`src/rtl/panda_pulse_pkg.sv`:
```
// Shared types and helpers for the panda pulse multiplier: FSM encoding,
// default counter width and the burst-parameter validity rule.
package panda_pulse_pkg;

    localparam int unsigned CW_DEFAULT = 32;
    localparam int unsigned MAX_CW     = 64;

    typedef logic [MAX_CW-1:0] word_t;

    typedef enum logic [1:0] {
        IDLE = 2'd0,
        HIGH = 2'd1,
        LOW  = 2'd2
    } state_e;

    // Callers zero-extend their CW-bit register values to word_t.
    function automatic logic valid_params(input word_t n, input word_t p, input word_t w);
        return (n >= word_t'(1)) && (p >= word_t'(2)) &&
               (w >= word_t'(1)) && (w <= p - word_t'(1));
    endfunction

endpackage

```
`src/rtl/panda_edge_detect.sv`:
```
// Registered-history rising-edge detector; RST_VAL sets the history value
// after reset so a level already high at release is not seen as an edge.
module panda_edge_detect #(
    parameter logic RST_VAL = 1'b1
) (
    input  logic clk_i,
    input  logic rst_i,
    input  logic sig_i,
    output logic rise_o
);

    logic prev_q;
    logic prev_d;

    always_comb prev_d = sig_i;

    always_ff @(posedge clk_i or negedge rst_i) begin
        if (!rst_i) prev_q <= RST_VAL;
        else        prev_q <= prev_d;
    end

    assign rise_o = sig_i & ~prev_q;

endmodule

```
`src/rtl/panda_pulse_mult.sv`:
```
// Pulse multiplier: each rising edge on inp_i launches a burst of NPULSES
// pulses (WIDTH high, PERIOD repetition). Optional: PANDA_PULSE_MULT_TRIG_QUEUE_EN.
module panda_pulse_mult
    import panda_pulse_pkg::*;
#(
    parameter int unsigned CW = CW_DEFAULT
) (
    input  logic          clk_i,
    input  logic          rst_i,
    input  logic          inp_i,
    output logic          out_o,
    output logic          busy_o,
    input  logic [CW-1:0] NPULSES,
    input  logic [CW-1:0] PERIOD,
    input  logic [CW-1:0] WIDTH,
    input  logic          FORCE_RST,
    output logic [CW-1:0] MISSED,
    output logic          BAD_PARAM
);

    state_e        state_q, state_d;
    logic [CW-1:0] cnt_q, cnt_d;
    logic [CW-1:0] pulses_q, pulses_d;
    logic [CW-1:0] period_q, period_d;
    logic [CW-1:0] width_q, width_d;
    logic [CW-1:0] missed_q, missed_d;
    logic          bad_q, bad_d;
    logic          out_q, out_d;
    logic          busy_q, busy_d;
`ifdef PANDA_PULSE_MULT_TRIG_QUEUE_EN
    logic          pend_q, pend_d;
`endif
    logic          rise_w;
    logic          params_ok;
    logic          launch;

    panda_edge_detect #(.RST_VAL(1'b1)) u_edge (
        .clk_i  (clk_i),
        .rst_i  (rst_i),
        .sig_i  (inp_i),
        .rise_o (rise_w)
    );

    always_comb begin
        state_d   = state_q;
        cnt_d     = cnt_q;
        pulses_d  = pulses_q;
        period_d  = period_q;
        width_d   = width_q;
        missed_d  = missed_q;
        bad_d     = bad_q;
`ifdef PANDA_PULSE_MULT_TRIG_QUEUE_EN
        pend_d    = pend_q;
`endif
        launch    = 1'b0;
        params_ok = valid_params(word_t'(NPULSES), word_t'(PERIOD), word_t'(WIDTH));

        if (FORCE_RST) begin
            state_d  = IDLE;
            missed_d = '0;
            bad_d    = 1'b0;
`ifdef PANDA_PULSE_MULT_TRIG_QUEUE_EN
            pend_d   = 1'b0;
`endif
        end else begin
            // Busy-time edges are accounted before the phase logic so a
            // relaunch on the final LOW cycle can consume a pending flag.
            if (rise_w && state_q != IDLE) begin
`ifdef PANDA_PULSE_MULT_TRIG_QUEUE_EN
                if (!pend_q)                 pend_d   = 1'b1;
                else if (missed_q != '1)     missed_d = missed_q + CW'(1);
`else
                if (missed_q != '1)          missed_d = missed_q + CW'(1);
`endif
            end

            unique case (state_q)
                IDLE: begin
                    if (rise_w) begin
                        if (params_ok) launch = 1'b1;
                        else           bad_d  = 1'b1;
                    end
                end
                HIGH: begin
                    if (cnt_q == CW'(1)) begin
                        state_d = LOW;
                        cnt_d   = period_q - width_q;
                    end else begin
                        cnt_d = cnt_q - CW'(1);
                    end
                end
                LOW: begin
                    if (cnt_q != CW'(1)) begin
                        cnt_d = cnt_q - CW'(1);
                    end else if (pulses_q > CW'(1)) begin
                        state_d  = HIGH;
                        cnt_d    = width_q;
                        pulses_d = pulses_q - CW'(1);
                    end else begin
                        state_d = IDLE;
`ifdef PANDA_PULSE_MULT_TRIG_QUEUE_EN
                        if (pend_q || rise_w) begin
                            pend_d = 1'b0;
                            if (params_ok) launch = 1'b1;
                            else           bad_d  = 1'b1;
                        end
`endif
                    end
                end
                default: state_d = IDLE;
            endcase
        end

        if (launch) begin
            state_d  = HIGH;
            cnt_d    = WIDTH;
            pulses_d = NPULSES;
            period_d = PERIOD;
            width_d  = WIDTH;
        end

        out_d  = (state_d == HIGH);
        busy_d = (state_d != IDLE);
    end

    always_ff @(posedge clk_i or negedge rst_i) begin
        if (!rst_i) begin
            state_q  <= IDLE;
            cnt_q    <= '0;
            pulses_q <= '0;
            period_q <= '0;
            width_q  <= '0;
            missed_q <= '0;
            bad_q    <= 1'b0;
            out_q    <= 1'b0;
            busy_q   <= 1'b0;
`ifdef PANDA_PULSE_MULT_TRIG_QUEUE_EN
            pend_q   <= 1'b0;
`endif
        end else begin
            state_q  <= state_d;
            cnt_q    <= cnt_d;
            pulses_q <= pulses_d;
            period_q <= period_d;
            width_q  <= width_d;
            missed_q <= missed_d;
            bad_q    <= bad_d;
            out_q    <= out_d;
            busy_q   <= busy_d;
`ifdef PANDA_PULSE_MULT_TRIG_QUEUE_EN
            pend_q   <= pend_d;
`endif
        end
    end

    assign out_o     = out_q;
    assign busy_o    = busy_q;
    assign MISSED    = missed_q;
    assign BAD_PARAM = bad_q;

endmodule

```
`config.mk`:
```
export PLATFORM = sky130hd
export DESIGN_NAME = panda_pulse_mult
export DESIGN_NICKNAME = d
export VERILOG_FILES = /design/src/rtl/panda_pulse_pkg.sv /design/src/rtl/panda_edge_detect.sv /design/src/rtl/panda_pulse_mult.sv
export SDC_FILE = /design/constraint.sdc
export NUM_CORES = 1
export LEC_CHECK = 0
export CAP_MARGIN = 5
export CORE_MARGIN = 1
export CORE_UTILIZATION = 40
export DETAILED_ROUTE_END_ITERATION = 6
export DONT_BUFFER_PORTS = 1
export PLACE_DENSITY = 0.53
export REMOVE_ABC_BUFFERS = 1
export SYNTH_ARGS = -nofsm -noshare
export SYNTH_HDL_FRONTEND = slang
export SYNTH_SLANG_ARGS = --single-unit
```
`constraint.sdc`:
```
create_clock -name clk_i -period 7.7 [get_ports clk_i]
set_clock_uncertainty 0.05 [all_clocks]
set_input_delay 1.54 -clock clk_i [delete_from_list [all_inputs] [get_ports clk_i]]
set_output_delay 1.54 -clock clk_i [all_outputs]
set_load 0.02 [all_outputs]
```
==> summary.txt, run 1 <==
Floorplan
  • Core Footprint: 28,900 µm²
  • Row count: 62
  • Die Y: 174 µm
  • Effective utilization at floorplan: 0.410
  • Die width: 174 µm
  • Die ar.: 30,400 µm²
  • Io pins: 135

Cells and area
  • Share of cells above drive strength 1: 0.0524
  • Fin util: 0.443
  • Antenna diodes: 0
  • Final cell count without fillers: 1,835
  • Nets: 1,609
  • Syn-to-layout area delta: 7.94%

STA
  • Minimum clock period: 6500 ps
  • Slew Limit Fails: 0
  • Setup TNS: 0 ps
  • Tightest Pin Transition: 1030 ps
  • RSZ-0062 raised after global routing: false
  • Setup violators final: 0
  • Fmax: 154 MHz
  • Tightest hold margin: 434 ps
  • Final Hold Violating Endpoints: 0
  • Fin crit share: 0.844
  • Relative slew slack: 0.307

Run
  • Max-cap violation count: 0

Worst setup path
  • CP max stage delay: 670 ps
  • Crit path max fanout: 54
  • Critical path's slowest cell: nor4_1
  • Critical-path cell list: nor4_1 -> nand3_1 -> nor2_1 -> nand3_1 -> nor3_1 -> xnor2_1 -> ha_1 -> a21o_1 -> a21oi_1 -> nor2b_1 -> o21ai_0 -> a21oi_1 -> a2111oi_0 -> a21o_1 -> and2_4 -> buf_4 -> o21ai_0 -> a21oi_1
  • Critical Path Sink Type: flip-flop
  • Data arrival time of the critical path: 6810 ps
  • WP data required: 8010 ps
  • Reg2reg start: pulses_q[28]$_DFFE_PN0P_
  • Reg-to-reg slack, setup: 2920 ps
  • Reg2reg end: pulses_q[11]$_DFFE_PN0P_
  • FF-to-FF path depth: 11
  • Critical path's most frequent cell: a21oi_1
  • Critical Path Start Type: input port
  • Crit path to: pulses_q[29]$_DFFE_PN0P_
  • Worst setup path start: PERIOD[4]
  • Crit Path Class: in -> reg

Synth
  • Top post-synthesis cells by area: dfrtp_1 (35%), ha_1 (7.4%), nand2_1 (7.2%)
  • Synth Cell Area: 11,900 µm²
  • Mux contribution to synthesized area: 0.0161
  • Fraction of registers with async set/reset: 1.00
  • Post-synthesis simple-gate area fraction: 0.247
  • Predominant post-synthesis flop cell: dfrtp_1
  • Fraction of synthesized cell area in xor and xnor cells: 0.0775
  • Cell accounting for the most synthesized area: dfrtp_1
  • Synth cell count leaders: nand2_1 (229), dfrtp_1 (165), nor2_1 (125)
  • EDFF count, synth: 0
  • Fraction of the mapped netlist area in adder cells: 0.0755
  • Most numerous cell in the Yosys netlist: nand2_1
  • Yosys reg bits: 166
  • Largest family of logic cells by synthesized area: simple AND/OR/NAND/NOR gates
  • Seq/Total Area, Yosys: 0.350
  • YS warnings: 0
  • Syn Area/Cell: 8.10 µm²
  • Top cell type's share of synthesized area: 0.348
  • Cell count after synthesis: 1,465
  • Post-synth cell types: 78
  • Post-synthesis compound-gate area fraction: 0.185

Clock network
  • Worst-Skew Late Latency: 450 ps
  • Worst-path clk slew: 70 ps
  • Hold_buf cts: 0
  • TritonCTS Buffers: 17
  • CTS Root Cell: clkbuf_16
  • Post-CTS setup buffer count: 0
  • H-tree depth: 4
  • PostCTS Resize Cnt: 0
  • CTS tree: yes
  • Clock sinks: 166
  • CTS max path bufs: 2

Detailed routing
  • Final wirelength: 37,100 µm
  • DRC: 0
  • Via count: 10,496
  • Number of DRC markers in iteration 0: 782
  • WL/cell: 20.2 µm
  • Detail Route Antenna Nets: 0
  • Vias/cell: 5.72
  • TritonRoute pass-1 iters: 5

Place
  • Dpl cells: 1,803
  • Buffers on Ports: 0
  • Dpl hpwl: 27,200 µm
  • Routability congestion estimate: 0.921

Power and ir drop
  • Sw Share: 0.392
  • Switching pwr: 1.39 mW
  • Int Power: 2.16 mW
  • Clk pwr share: 0.258
  • Seq pwr share: 0.362
  • Maximum vdd ir drop: 0.178 mV
  • Comb pwr share: 0.380
  • PwrDens: 277 nW/µm²
  • Lkg Pwr: 5.33 nW

GRT
  • Total global routing overflow: 0
  • Vias in the first global route: 10,166
  • Gr usage total: 0.247
  • Initial antenna violation count: 0
  • Largest net degree at the start of global routing: 167
  • Global-route wire length before repair: 58,400 µm

Outcome
  • Outcome: completed

Worst hold path
  • Min-delay worst type: reg -> reg
## cell usage in the layout (no fill, tap or decap), types with 39 or more instances in the layout
master / instances
a21oi_1: 89
dfrtp_1: 165
ha_1: 70
inv_1: 77
nand2_1: 228
nand3_1: 57
nor2_1: 125
nor4_1: 39
o21ai_0: 123
xnor2_1: 65
xor2_1: 40
## worst max-delay path, delay by kind of cell
| kind | cells | cell delay (ps) |
|---|---|---|
| AND/OR/NAND/NOR | 7 | 2690 |
| AO/OA/AOI/OAI | 8 | 1540 |
| buffers and inverters | 1 | 580 |
| adder cells (fa/ha/maj) | 1 | 260 |
| XOR/XNOR | 1 | 150 |
## stage by stage
step	setup WS [ps]	power, mW	cell area [µm²]
floorplan	-336	2.29	11600
global placement	847	2.61	12200
detailed placement	727	2.63	12200
CTS	1190	3.55	12800
global route	768	3.80	12800
finish	1200	3.55	12800
## routing by layer
layer / track usage / routed length (µm) / up-vias
met2: 0.379 / 16500 / 258
met4: 0.0610 / 604 / 0
met1: 0.352 / 18000 / 5038
li1: - / - / 5164
met3: 0.0547 / 2010 / 36
met5: 0 / 0 / -
## how the worst min path moves through the flow
stage                                    end                     start  slack [ps]  cells past startpoint
floorplan           period_q[10]$_DFFE_PN0P_  period_q[10]$_DFFE_PN0P_         400                      2
global placement     period_q[6]$_DFFE_PN0P_   period_q[6]$_DFFE_PN0P_         420                      2
detailed placement  period_q[10]$_DFFE_PN0P_  period_q[10]$_DFFE_PN0P_         420                      2
CTS                 period_q[10]$_DFFE_PN0P_  period_q[10]$_DFFE_PN0P_         440                      2
global route        period_q[30]$_DFFE_PN0P_  period_q[30]$_DFFE_PN0P_         460                      2
finish              period_q[10]$_DFFE_PN0P_  period_q[10]$_DFFE_PN0P_         430                      2
## power by group through the flow
| stage | Combinational, mW | Clock, mW | Sequential, mW |
|---|---|---|---|
| after CTS | 1.34 | 0.932 | 1.28 |
| after detailed placement | 1.33 | 0 | 1.30 |
| final | 1.35 | 0.915 | 1.29 |
| after floorplan | 1.06 | 0 | 1.24 |
| after global routing | 1.52 | 0.966 | 1.32 |
| after global placement | 1.31 | 0 | 1.30 |
## registers in the layout, indices dropped and copies added (netlist names)
name	cells
BAD_PARAM	1
MISSED	32
busy_o	1
cnt_q	32
out_o	1
period_q	32
pulses_q	32
state_q	2
u_edge.prev_q	1
width_q	32
## kinds of logic after synthesis
kind of cell    Yosys count
mux                      19
simple gates            610
fa+ha+maj                71
xor+xnor                105
compound gates          355
flops                   166
buf+inv                 139
## cell type report
| cell class | instances | area (µm²) |
|---|---|---|
| fill | 2950 | 16100 |
| multi-input combinational | 1160 | 7160 |
| timing repair buffer | 16 | 120 |
| clock inverter | 11 | 139 |
| tap | 384 | 480 |
| inverter | 77 | 289 |
| clock buffer | 21 | 460 |
| sequential | 166 | 4160 |
Power figures use the tool's default switching activity.
==> run 2, diff against run 1 <==
Settings changed: PLACE_DENSITY 0.53 to 0.55.
Clock period 7.7 ns to 5.2 ns, I/O delays scaled along.
==> summary.txt, run 2 (synthesis results as in run 1) <==
Floorplan
  • Die width: 174 µm (unchanged)
  • Io pins: 135 (unchanged)
  • Core Footprint: 28,900 µm² (unchanged)
  • Row count: 62 (unchanged)
  • Effective utilization at floorplan: 0.410 (unchanged)
  • Die ar.: 30,400 µm² (unchanged)
  • Die Y: 174 µm (unchanged)

Place
  • Buffers on Ports: 0 (unchanged)
  • Routability congestion estimate: 0.916 (-0.61%)
  • DP Worst Slack: -183 ps (-910 ps)
  • Dpl hpwl: 27,300 µm (+0.53%)

Detailed routing
  • Number of DRC markers in iteration 0: 820 (+4.9%)
  • Via count: 10,700 (+1.9%)
  • WL/cell: 19.5 µm (-3.7%)
  • Detail Route Antenna Nets: 0 (unchanged)
  • DRC: 0 (unchanged)
  • Vias/cell: 5.73 (+0.14%)
  • Final wirelength: 36,400 µm (-2.0%)
  • TritonRoute pass-1 iters: 5 (unchanged)

STA
  • Relative slew slack: 0.344 (+0.0369)
  • Fmax: 206 MHz
  • Slew Limit Fails: 0 (unchanged)
  • Minimum clock period: 4860 ps
  • Fin crit share: 0.935
  • Setup violators final: 0 (unchanged)
  • Final WS setup: 336 ps (-868 ps)
  • RSZ-0062 raised after global routing: false
  • Final Hold Violating Endpoints: 0 (unchanged)
  • Tightest Pin Transition: 975 ps (-56.4 ps)

Clock network
  • TritonCTS Buffers: 17 (unchanged)
  • PostCTS Resize Cnt: 0 (unchanged)
  • Hold_buf cts: 0 (unchanged)
  • Worst-path clk slew: 80 ps (about the same)
  • CTS max path bufs: 2 (unchanged)
  • Worst-Skew Late Latency: 450 ps (about the same)
  • CTS tree: yes
  • Clock sinks: 166 (unchanged)
  • H-tree depth: 4 (unchanged)
  • Post-CTS setup buffer count: 0 (unchanged)
  • CTS Root Cell: clkbuf_16

Worst setup path
  • Critical Path Sink Type: flip-flop
  • WP data required: 5530 ps (-2480 ps)
  • Reg2reg start: cnt_q[26]$_DFFE_PN0P_
  • Crit path max fanout: 26 (-52%)
  • Crit Path Class: in -> reg
  • Critical Path Start Type: input port
  • Worst setup path start: PERIOD[12]
  • Data arrival time of the critical path: 5200 ps (-1610 ps)

GRT
  • Vias in the first global route: 10,316 (+1.5%)
  • Global-route wire length before repair: 58,100 µm (-0.50%)
  • Total global routing overflow: 0 (unchanged)
  • Gr usage total: 0.245 (-0.00261)
  • Largest net degree at the start of global routing: 167 (unchanged)
  • Initial antenna violation count: 0 (unchanged)

Power and ir drop
  • Lkg Pwr: 5.52 nW (+3.5%)
  • Maximum vdd ir drop: 0.281 mV (+58%)
  • PwrDens: 398 nW/µm² (+44%)

Cells and area
  • Share of cells above drive strength 1: 0.0755 (+0.0231)
  • Highest-count cells in the layout ignoring fill and taps: nand2_1 (228), dfrtp_1 (165), nor2_1 (124), o21ai_0 (123), a21oi_1 (89)
  • Most common cell after layout, fill and taps aside: nand2_1
  • Antenna diodes: 0 (unchanged)
  • Fillers: 2,888 (-2.1%)
  • Fin util: 0.454 (+0.0116)
  • Nets: 1,642 (+2.1%)
  • Syn-to-layout area delta: 10.8%

Run
  • Max-cap violation count: 0 (unchanged)

Worst hold path
  • Min-delay worst type: in -> async

Outcome
  • Outcome: completed
## run 2: path summary, 6_finish.rpt
| path | endpoint | slack (ps) | cells after the start |
|---|---|---|---|
| max | period_q[30]$_DFFE_PN0P_ | 340 | 20 |
| min | period_q[11]$_DFFE_PN0P_ | 240 | 0 |
| max reg2reg | pulses_q[27]$_DFFE_PN0P_ | 1230 | 8 |
| min reg2reg | period_q[17]$_DFFE_PN0P_ | 440 | 2 |
| max in group asynchronous | u_edge.prev_q$_DFF_PN1_ | 4450 | 0 |
| min in group clk_i | period_q[17]$_DFFE_PN0P_ | 440 | 2 |
## run 2: layout make-up
cell class                      count  area, µm²  share of cell area
Clock buffer                       17        425              0.0324
Clock inverter                     15        170              0.0129
Inverter                           77        289              0.0220
Multi-Input combinational cell   1160       7170               0.545
Sequential cell                   166       4160               0.316
Tap cell                          384        480              0.0366
Timing Repair Buffer               49        455              0.0347
## run 2: stage by stage
stage	area (µm²)	hold slack (ps)	std cells	setup TNS, ps	total power, mW
after floorplan	11600	402	1403	-201590	3.40
after global placement	12500	417	1836	-10020	3.89
after detailed placement	12500	422	1836	-15230	3.90
after CTS	13100	221	1868	0	5.24
after global routing	13100	223	1868	0	5.60
final	13100	245	1868	0	5.23
## run 2: report_power, final
part	leakage (nW)	switching, mW	internal (mW)
clock	0.291	0.660	0.655
combinational	3.16	1.15	0.866
sequential	2.07	0.304	1.60
## run 2: critical path: stages
cell and delay, ps:
or4_1 540, or3_1 510, nor2_2 270, buf_4 170
nand3_1 100, nor3_1 200, xnor2_1 160, ha_1 270
a21o_1 160, a21oi_1 140, nor2b_1 60, o21ai_0 150
a21oi_1 90, a2111oi_1 360, a21o_1 180, and2_4 160
buf_4 290, buf_4 210, nand2_1 70, nand2_1 50
## run 2: routing by layer
layer | wire, µm | global-route usage
met1 | 17500 | 0.351
met4 | 779 | 0.0735
met3 | 2190 | 0.0457
met5 | 0 | 0
met2 | 15900 | 0.372
==> run 3, diff against run 2 <==
Settings changed: CORE_ASPECT_RATIO set to 0.6.
==> summary.txt, run 3 (synthesis results as in run 1) <==
STA
  • Slew Limit Fails: 0 (unchanged)
  • Fmax: 206 MHz (+0.14%)
  • Tightest Pin Transition: 828 ps (-147 ps)
  • Setup TNS: 0 ps (unchanged)
  • Final Hold Violating Endpoints: 0 (unchanged)
  • Relative slew slack: 0.446 (+0.102)
  • RSZ-0062 raised after global routing: false
  • Fin crit share: 0.934 (-0.00128)
  • Tightest hold margin: 226 ps (-18.6 ps)
  • Setup violators final: 0 (unchanged)
  • Minimum clock period: 4860 ps (-6.66 ps)

Floorplan
  • Effective utilization at floorplan: 0.410 (about the same)
  • Die width: 224 µm (+29%)
  • Io pins: 135 (unchanged)
  • Die ar.: 30,400 µm² (about the same)
  • Row count: 48 (-23%)
  • Die Y: 135 µm (-22%)
  • Core Footprint: 28,900 µm² (about the same)

Power and ir drop
  • Switching pwr: 2.11 mW (about the same)
  • Maximum vdd ir drop: 0.220 mV (-22%)
  • Clk pwr share: 0.262 (+0.011)
  • Comb pwr share: 0.383 (-0.002)
  • Sw Share: 0.391 (-0.0131)
  • Seq pwr share: 0.354 (-0.010)
  • Lkg Pwr: 5.50 nW (-0.36%)
  • Int Power: 3.29 mW (+5.6%)
  • PwrDens: 411 nW/µm² (+3.2%)

Worst setup path
  • Crit path to: width_q[20]$_DFFE_PN0P_
  • Critical Path Start Type: input port
  • Reg2reg start: cnt_q[26]$_DFFE_PN0P_
  • FF-to-FF path depth: 9 (+1)
  • Crit path max fanout: 56 (+120%)
  • WP data required: 5530 ps (about the same)
  • Critical-path cell list: or4_1 -> or3_1 -> nor2_1 -> buf_4 -> nand3_1 -> nor3_1 -> xnor2_1 -> ha_1 -> a21o_1 -> a21oi_1 -> nor2b_1 -> o21ai_0 -> a21oi_1 -> a2111oi_0 -> a21o_1 -> and2_4 -> buf_12 -> buf_4 -> nand2_1 -> o21ai_0
  • Reg2reg end: pulses_q[17]$_DFFE_PN0P_
  • Critical path's slowest cell: or4_1
  • Data arrival time of the critical path: 5180 ps (-20 ps)
  • Reg-to-reg slack, setup: 1000 ps (-230 ps)
  • Critical Path Sink Type: flip-flop
  • Worst setup path start: PERIOD[12]
  • CP max stage delay: 530 ps (about the same)
  • Crit Path Class: in -> reg

Detailed routing
  • Final wirelength: 39,700 µm (+9.2%)
  • Detail Route Antenna Nets: 0 (unchanged)
  • Number of DRC markers in iteration 0: 1,172 (+43%)
  • DRC: 0 (unchanged)
  • Vias/cell: 5.82 (+1.5%)
  • TritonRoute pass-1 iters: 5 (unchanged)
  • WL/cell: 21.1 µm (+8.6%)
  • Via count: 10,921 (+2.1%)

Cells and area
  • Nets: 1,637 (-0.30%)
  • Share of cells above drive strength 1: 0.0697 (-0.00578)
  • Highest-count cells in the layout ignoring fill and taps: nand2_1 (228), dfrtp_1 (165), nor2_1 (125), o21ai_0 (123), a21oi_1 (89)
  • Syn-to-layout area delta: 10.9% (about the same)
  • Multi-input gate area in the final layout: 7160 µm² (about the same)
  • Most common cell after layout, fill and taps aside: nand2_1
  • Antenna diodes: 0 (unchanged)
  • Fillers: 2,897 (+0.31%)
  • Register area: 4160 µm² (unchanged)
  • Post-route cell area: 13,200 µm² (about the same)

GRT
  • Vias in the first global route: 9,925 (-3.8%)
  • Largest net degree at the start of global routing: 167 (unchanged)
  • Initial antenna violation count: 1 (+1)
  • Global-route wire length before repair: 60,700 µm (+4.6%)
  • Gr usage total: 0.265 (+0.0203)
  • Total global routing overflow: 0 (unchanged)

Place
  • Buffers on Ports: 0 (unchanged)
  • Post-DP Area: 12,500 µm² (-0.14%)
  • Dpl hpwl: 29,800 µm (+9.2%)
  • Routability congestion estimate: 0.979 (+6.9%)

Worst hold path
  • Min-delay worst type: in -> async

Clock network
  • Hold_buf cts: 0 (unchanged)
  • CTS max path bufs: 2 (unchanged)
  • PostCTS Resize Cnt: 0 (unchanged)
  • Post-CTS setup buffer count: 0 (unchanged)
  • Worst-Skew Late Latency: 460 ps (about the same)
  • CTS Root Cell: clkbuf_16
  • TritonCTS Buffers: 17 (unchanged)
  • Clock sinks: 166 (unchanged)
  • H-tree depth: 4 (unchanged)
  • Worst-path clk slew: 70 ps (about the same)
  • CTS tree: yes

Outcome
  • Outcome: completed

Run
  • Max-cap violation count: 0 (unchanged)
## run 3: area by class of cell
class                   count  share of cell area
multi-input cells        1160               0.545
flip-flops and latches    166               0.316
well taps                 400              0.0380
clock buffers              21              0.0350
repair buffers             44              0.0318
inverters                  77              0.0220
clock inverters            10              0.0128
## run 3: how the worst min path moves through the flow
stage	slack (ps)	end
2_1_floorplan	400	period_q[10]$_DFFE_PN0P_
4_1_cts	210	MISSED[30]$_DFFE_PN0P_
3_3_place_gp	420	period_q[6]$_DFFE_PN0P_
6_report	230	period_q[3]$_DFFE_PN0P_
3_5_place_dp	420	period_q[8]$_DFFE_PN0P_
5_1_grt	200	period_q[3]$_DFFE_PN0P_
## run 3: stage by stage
step	power (mW)	worst slack, ps	utilization	std cells
2_1_floorplan	3.40	-2340	-	1403
3_3_place_gp	3.91	-59.4	0.433	1847
3_5_place_dp	3.93	-77.8	0.433	1847
4_1_cts	5.37	397	0.454	1878
5_1_grt	5.75	5.28	0.454	1878
6_report	5.41	343	0.454	1878
## run 3: worst max-delay path: cells and delay by family
kind / cells / cell delay [ps]
buffers and inverters: 3 / 650
xor gates and xnor gates: 1 / 160
AOI/OAI and AO/OA: 7 / 1160
adders and majority gates: 1 / 270
and+or+nand+nor: 8 / 1900
## run 3: metal layers
| layer | vias up | routed length, µm | track usage | part of all wire |
|---|---|---|---|---|
| met5 | - | 0 | 0 | 0 |
| met2 | 361 | 14700 | 0.325 | 0.37 |
| met3 | 34 | 3370 | 0.0687 | 0.085 |
| met1 | 5298 | 21100 | 0.438 | 0.53 |
| met4 | 0 | 545 | 0.0597 | 0.014 |
| li1 | 5228 | - | - | - |
## run 3: power groups by stage
stage / combinational [mW] / clock, mW / sequential, mW
global route: 2.30 / 1.49 / 1.95
global placement: 1.99 / 0 / 1.92
CTS: 2.02 / 1.44 / 1.91
finish: 2.07 / 1.42 / 1.92
floorplan: 1.56 / 0 / 1.83
detailed placement: 2.01 / 0 / 1.92
